[src/rtl/rtc_bus_arbiter_mux.sv]
// ============================================================================
// Module   : rtc_bus_arbiter_mux
// Brief    : Registered N-channel grant-hold arbiter and word mux for the RTC
//            bus. Fixed lowest-index priority by default; round-robin when
//            RTC_ARB_ROUND_ROBIN_EN is defined.
// Revision : 1.0 - initial release
// ============================================================================
`default_nettype none

module rtc_bus_arbiter_mux #(
    parameter int WIDTH    = 8,
    parameter int CHANNELS = 3,
    parameter int TIMEOUT  = 16
) (
    input  logic                      clk,
    input  logic                      reset,
    input  logic [CHANNELS-1:0]       req,
    input  logic [CHANNELS-1:0]       done,
    input  logic [CHANNELS*WIDTH-1:0] data_in,
    output logic [CHANNELS-1:0]       grant,
    output logic [WIDTH-1:0]          data_out,
    output logic                      busy,
    output logic                      timeout
);

    localparam int IDX_W = (CHANNELS > 1) ? $clog2(CHANNELS) : 1;
    localparam int CNT_W = (TIMEOUT > 1) ? $clog2(TIMEOUT) : 1;
    localparam logic [CNT_W-1:0] CNT_LAST = CNT_W'((TIMEOUT > 0) ? (TIMEOUT - 1) : 0);

    localparam logic [0:0] ST_IDLE  = 1'b0;
    localparam logic [0:0] ST_GRANT = 1'b1;

    logic [0:0]          state_q,    state_d;
    logic [CHANNELS-1:0] grant_q,    grant_d;
    logic [WIDTH-1:0]    data_out_q, data_out_d;
    logic                busy_q,     busy_d;
    logic                timeout_q,  timeout_d;
    logic [CNT_W-1:0]    cnt_q,      cnt_d;

    logic                win_valid;
    logic [IDX_W-1:0]    win_idx;
    logic                owner_release;
    logic [WIDTH-1:0]    owner_data;
    logic [WIDTH-1:0]    masked_data [CHANNELS];

    // One-hot grant doubles as the owner select, so no index decode is needed.
    genvar gi;
    generate
        for (gi = 0; gi < CHANNELS; gi++) begin : g_mask
            assign masked_data[gi] = data_in[gi*WIDTH +: WIDTH] & {WIDTH{grant_q[gi]}};
        end
    endgenerate

    always_comb begin
        owner_data = '0;
        for (int i = 0; i < CHANNELS; i++) begin
            owner_data = owner_data | masked_data[i];
        end
    end

    assign owner_release = (|(done & grant_q)) || !(|(req & grant_q));

`ifdef RTC_ARB_ROUND_ROBIN_EN
    logic [IDX_W-1:0] last_q, last_d;

    // Search descends so the nearest channel after last owner wins.
    always_comb begin
        int j;
        j         = 0;
        win_valid = 1'b0;
        win_idx   = '0;
        for (int k = CHANNELS; k >= 1; k--) begin
            j = int'(last_q) + k;
            if (j >= CHANNELS) begin
                j = j - CHANNELS;
            end
            if (req[j]) begin
                win_valid = 1'b1;
                win_idx   = IDX_W'(j);
            end
        end
    end

    always_comb begin
        last_d = last_q;
        if (state_q == ST_IDLE && win_valid) begin
            last_d = win_idx;
        end
    end

    always_ff @(posedge clk) begin
        if (reset) begin
            last_q <= IDX_W'(CHANNELS - 1);
        end else begin
            last_q <= last_d;
        end
    end
`else
    always_comb begin
        win_valid = 1'b0;
        win_idx   = '0;
        for (int i = CHANNELS - 1; i >= 0; i--) begin
            if (req[i]) begin
                win_valid = 1'b1;
                win_idx   = IDX_W'(i);
            end
        end
    end
`endif

    always_comb begin
        state_d    = state_q;
        grant_d    = grant_q;
        data_out_d = data_out_q;
        busy_d     = busy_q;
        timeout_d  = 1'b0;
        cnt_d      = cnt_q;
        case (state_q)
            ST_IDLE: begin
                cnt_d   = '0;
                grant_d = '0;
                busy_d  = 1'b0;
                if (win_valid) begin
                    state_d = ST_GRANT;
                    grant_d = CHANNELS'(1) << win_idx;
                    busy_d  = 1'b1;
                end
            end
            ST_GRANT: begin
                data_out_d = owner_data;
                // A release wins over a coincident timeout, so no pulse then.
                if (owner_release) begin
                    state_d = ST_IDLE;
                    grant_d = '0;
                    busy_d  = 1'b0;
                end else if ((TIMEOUT > 0) && (cnt_q == CNT_LAST)) begin
                    state_d   = ST_IDLE;
                    grant_d   = '0;
                    busy_d    = 1'b0;
                    timeout_d = 1'b1;
                end else begin
                    cnt_d = cnt_q + CNT_W'(1);
                end
            end
            default: begin
                state_d = ST_IDLE;
                grant_d = '0;
                busy_d  = 1'b0;
            end
        endcase
    end

    always_ff @(posedge clk) begin
        if (reset) begin
            state_q    <= ST_IDLE;
            grant_q    <= '0;
            data_out_q <= '0;
            busy_q     <= 1'b0;
            timeout_q  <= 1'b0;
            cnt_q      <= '0;
        end else begin
            state_q    <= state_d;
            grant_q    <= grant_d;
            data_out_q <= data_out_d;
            busy_q     <= busy_d;
            timeout_q  <= timeout_d;
            cnt_q      <= cnt_d;
        end
    end

    assign grant    = grant_q;
    assign data_out = data_out_q;
    assign busy     = busy_q;
    assign timeout  = timeout_q;

endmodule

`default_nettype wire

[config.mk]
export PLATFORM = sky130hd
export DESIGN_NAME = rtc_bus_arbiter_mux
export DESIGN_NICKNAME = d
export VERILOG_FILES = /design/src/rtl/rtc_bus_arbiter_mux.sv
export SDC_FILE = /design/constraint.sdc
export NUM_CORES = 1
export LEC_CHECK = 0
export ABC_AREA = 1
export CAP_MARGIN = 20
export CORE_MARGIN = 5
export CORE_UTILIZATION = 33
export DETAILED_ROUTE_END_ITERATION = 8
export HOLD_SLACK_MARGIN = 0.1
export PLACE_DENSITY = 0.78
export SLEW_MARGIN = 20
export SYNTH_ARGS = -nofsm -noshare
export SYNTH_HDL_FRONTEND = slang
export SYNTH_SLANG_ARGS = --single-unit
[constraint.sdc]
create_clock -name clk -period 1.2 [get_ports clk]
set_input_delay 0.12 -clock clk [delete_from_list [all_inputs] [get_ports clk]]
set_output_delay 0.12 -clock clk [all_outputs]
set_load 0.05 [all_outputs]
==> impl_metrics.json <==
{
  "status": "finished, final reports clean",
  "r2r_slack_ns": 0.09,
  "wire_per_inst_um": 14.0,
  "synth_area_leaders": "dfxtp_1 (38%), nand2_1 (12%), a21oi_1 (8.4%)",
  "cp_num_buf_inv": 2,
  "drtIter0Drc": 19,
  "synth_top_area_share_pct": 37.6,
  "grt_max_degree": 13,
  "hpwl_um": 2360,
  "wirelength_um": 2950,
  "ys_warn_count": 0,
  "syn_to_final_growth_pct": 73.6,
  "min-delay-path-class": "primary input to register",
  "grt_first_pass_wirelength_um": 4930,
  "clock-sinks": 18,
  "report.final.slew_viol_count": 0,
  "p_leak_nw": 0.645,
  "p_clk_share_pct": 20.2,
  "vias_per_cell": 5.21,
  "end_kind": "primary output",
  "die_w_um": 63.9,
  "initial_core_util_pct": 34.5,
  "synth_area_leader_cell": "dfxtp_1",
  "ctsHoldBuffers": 0,
  "worstSetupStartpointType": "register",
  "ys_types": 22,
  "p_seq_share_pct": 43.9,
  "cts_tree": "done",
  "firstDrtPassIters": 4,
  "slowest_delay_ns": 0.36,
  "diodes": 0,
  "dp_cells": 206,
  "synthCells": 128,
  "grt.overflow.total": 0,
  "port_buffers": 44,
  "critPathKind": "register to primary output",
  "grt_pass1_vias": 1170,
  "hold_violations": 0,
  "worst_hold_slack_ns": 0.383,
  "seq_area_frac_synth_pct": 37.6,
  "synth_nets": 161,
  "synth.avg_cell_area_um2": 7.49,
  "powerDensity_nw_per_um2": 920,
  "drive_gt1_share_pct": 27.8,
  "p_int_mw": 1.03,
  "antenna_found_initial": 0,
  "drv_cap": 0,
  "num_vias": 1100,
  "critical_path_arrival_ns": 1.00,
  "clk_latency_ns": 0.30,
  "path_max_fanout": 10,
  "htreeDepth": 1,
  "grt_use_total_pct": 14.9,
  "cp_slowest_cell": "dfxtp_2",
  "dieArea_um2": 4080,
  "core_um2": 2780,
  "ant_nets": 0,
  "synth-edff-count": 0,
  "io-pin-count": 45,
  "setup_viol": 0,
  "nets": 215,
  "max_freq_mhz": 894,
  "netSwitchingFraction_pct": 32.6,
  "clockBufferDepth": 2,
  "slew_headroom_pct": 78.7,
  "skew_ns": 0.00610,
  "fillCellCount": 221,
  "cp_cell_sequence": "buf_4, buf_12",
  "gp_congestion": 0.815,
  "finalCritPeriodShare_pct": 93.2,
  "setup_tns_ns": 0,
  "instances_no_fill": 211,
  "crit_family": "flip-flops",
  "irDropWorstVdd_mv": 0.614,
  "max_slew.worst_pin.slew_ns": 0.317,
  "synth.most_common_cell": "nand2_1",
  "rows": 19,
  "dp_slack_ns": -0.124,
  "synth-main-ff-cell": "dfxtp_1",
  "async_reset_ff_share_pct": 0,
  "clockRootBuffer": "clkbuf_4",
  "switchingPower_mw": 0.499,
  "setup_ws_ns": 0.0818,
  "combinationalPowerShare_pct": 35.9,
  "cts.clk_slew.worst_paths_ns": 0.11,
  "fin_crit_ns": 1.12,
  "drc": 0,
  "ys_ff_latch": 18,
  "crit_required_ns": 1.08,
  "rsz0062_at_grt": "false",
  "synthesis.area_um2": 958,
  "die_h_um": 63.9,
  "tritoncts.num_buffers": 3,
  "synthTopCellsByCount": "nand2_1 (30), dfxtp_1 (18), a21oi_1 (16), o21ai_0 (10)"
}
worst min-delay path: cells and delay by family:
kind,cells,cell delay (ns)
buffers and inverters,1,0.39
AOI/OAI and AO/OA,1,0.07
and+or+nand+nor,1,0.06
power by group through the flow:
stage	Combinational, mW	Clock, mW	Sequential [mW]
after detailed placement	0.542	0	0.687
after global placement	0.531	0	0.686
after global routing	0.587	0.341	0.677
final	0.550	0.308	0.672
after floorplan	0.148	0	0.779
after CTS	0.545	0.317	0.674
sequential cells by signal (all words and copies together), names as in the netlist:
| name | cells |
|---|---|
| busy | 1 |
| cnt_q | 4 |
| data_out | 8 |
| grant | 3 |
| state_q | 1 |
| timeout | 1 |
cell families (layout without fill, tap and decap cells):
logic type,count (synthesis),count (layout),share of synthesized area (%)
AOI/OAI and AO/OA,36,36,20.4
DFF,18,18,37.6
adders and majority gates,1,1,1.31
buffers and inverters,15,67,8.49
and+or+nand+nor,58,58,32.2
placed cells by master (no fill, tap or decap), types with 6 or more instances in the layout:
master / instances
a21oi_1: 14
dfxtp_1: 12
nand2_2: 7
o21ai_0: 10
nand2_1: 28
buf_12: 13
nand4_1: 6
buf_4: 12
clkdlybuf4s50_1: 31
inv_1: 8
a31oi_1: 8
layer usage:
| layer | vias up | wire (um) | track usage [%] |
|---|---|---|---|
| li1 | 545 | - | - |
| met1 | 499 | 1070 | 14.8 |
| met2 | 50 | 1480 | 25.6 |
| met3 | 6 | 347 | 6.83 |
| met5 | - | 0 | 0 |
| met4 | 0 | 60 | 8.31 |
path summary, 6_finish.rpt:
path / from / endpoint / depth (start not counted)
min reg2reg: busy / busy / 2
max reg2reg: cnt_q[1] / cnt_q[3] / 5
min: data_in[12] / data_out[4] / 3
max: grant[1] / grant[1] / 2
area by class of cell:
cell class / instances / area [um2] / area share (%)
clock buffers: 3 / 22.5 / 1.35
repair buffers: 56 / 661 / 39.7
inverters: 8 / 30.0 / 1.80
multi-input cells: 95 / 542 / 32.6
flip-flops and latches: 18 / 370 / 22.3
well taps: 31 / 38.8 / 2.33
metrics by stage:
stage | util [%] | total power, mW | cell area (um2)
floorplan | - | 0.927 | 962
global placement | 57.4 | 1.22 | 1600
detailed placement | 57.4 | 1.23 | 1600
CTS | 58.3 | 1.54 | 1620
global route | 59.8 | 1.61 | 1660
finish | 59.8 | 1.53 | 1660
repair_timing:
item | 4_1_cts | 5_1_grt
setup buffers | 0 | 2
gates resized for setup | 1 | 9
endpoints found under the setup margin | 1 | 4
pin swaps | 0 | 4
(Power assumes the default switching activity.)
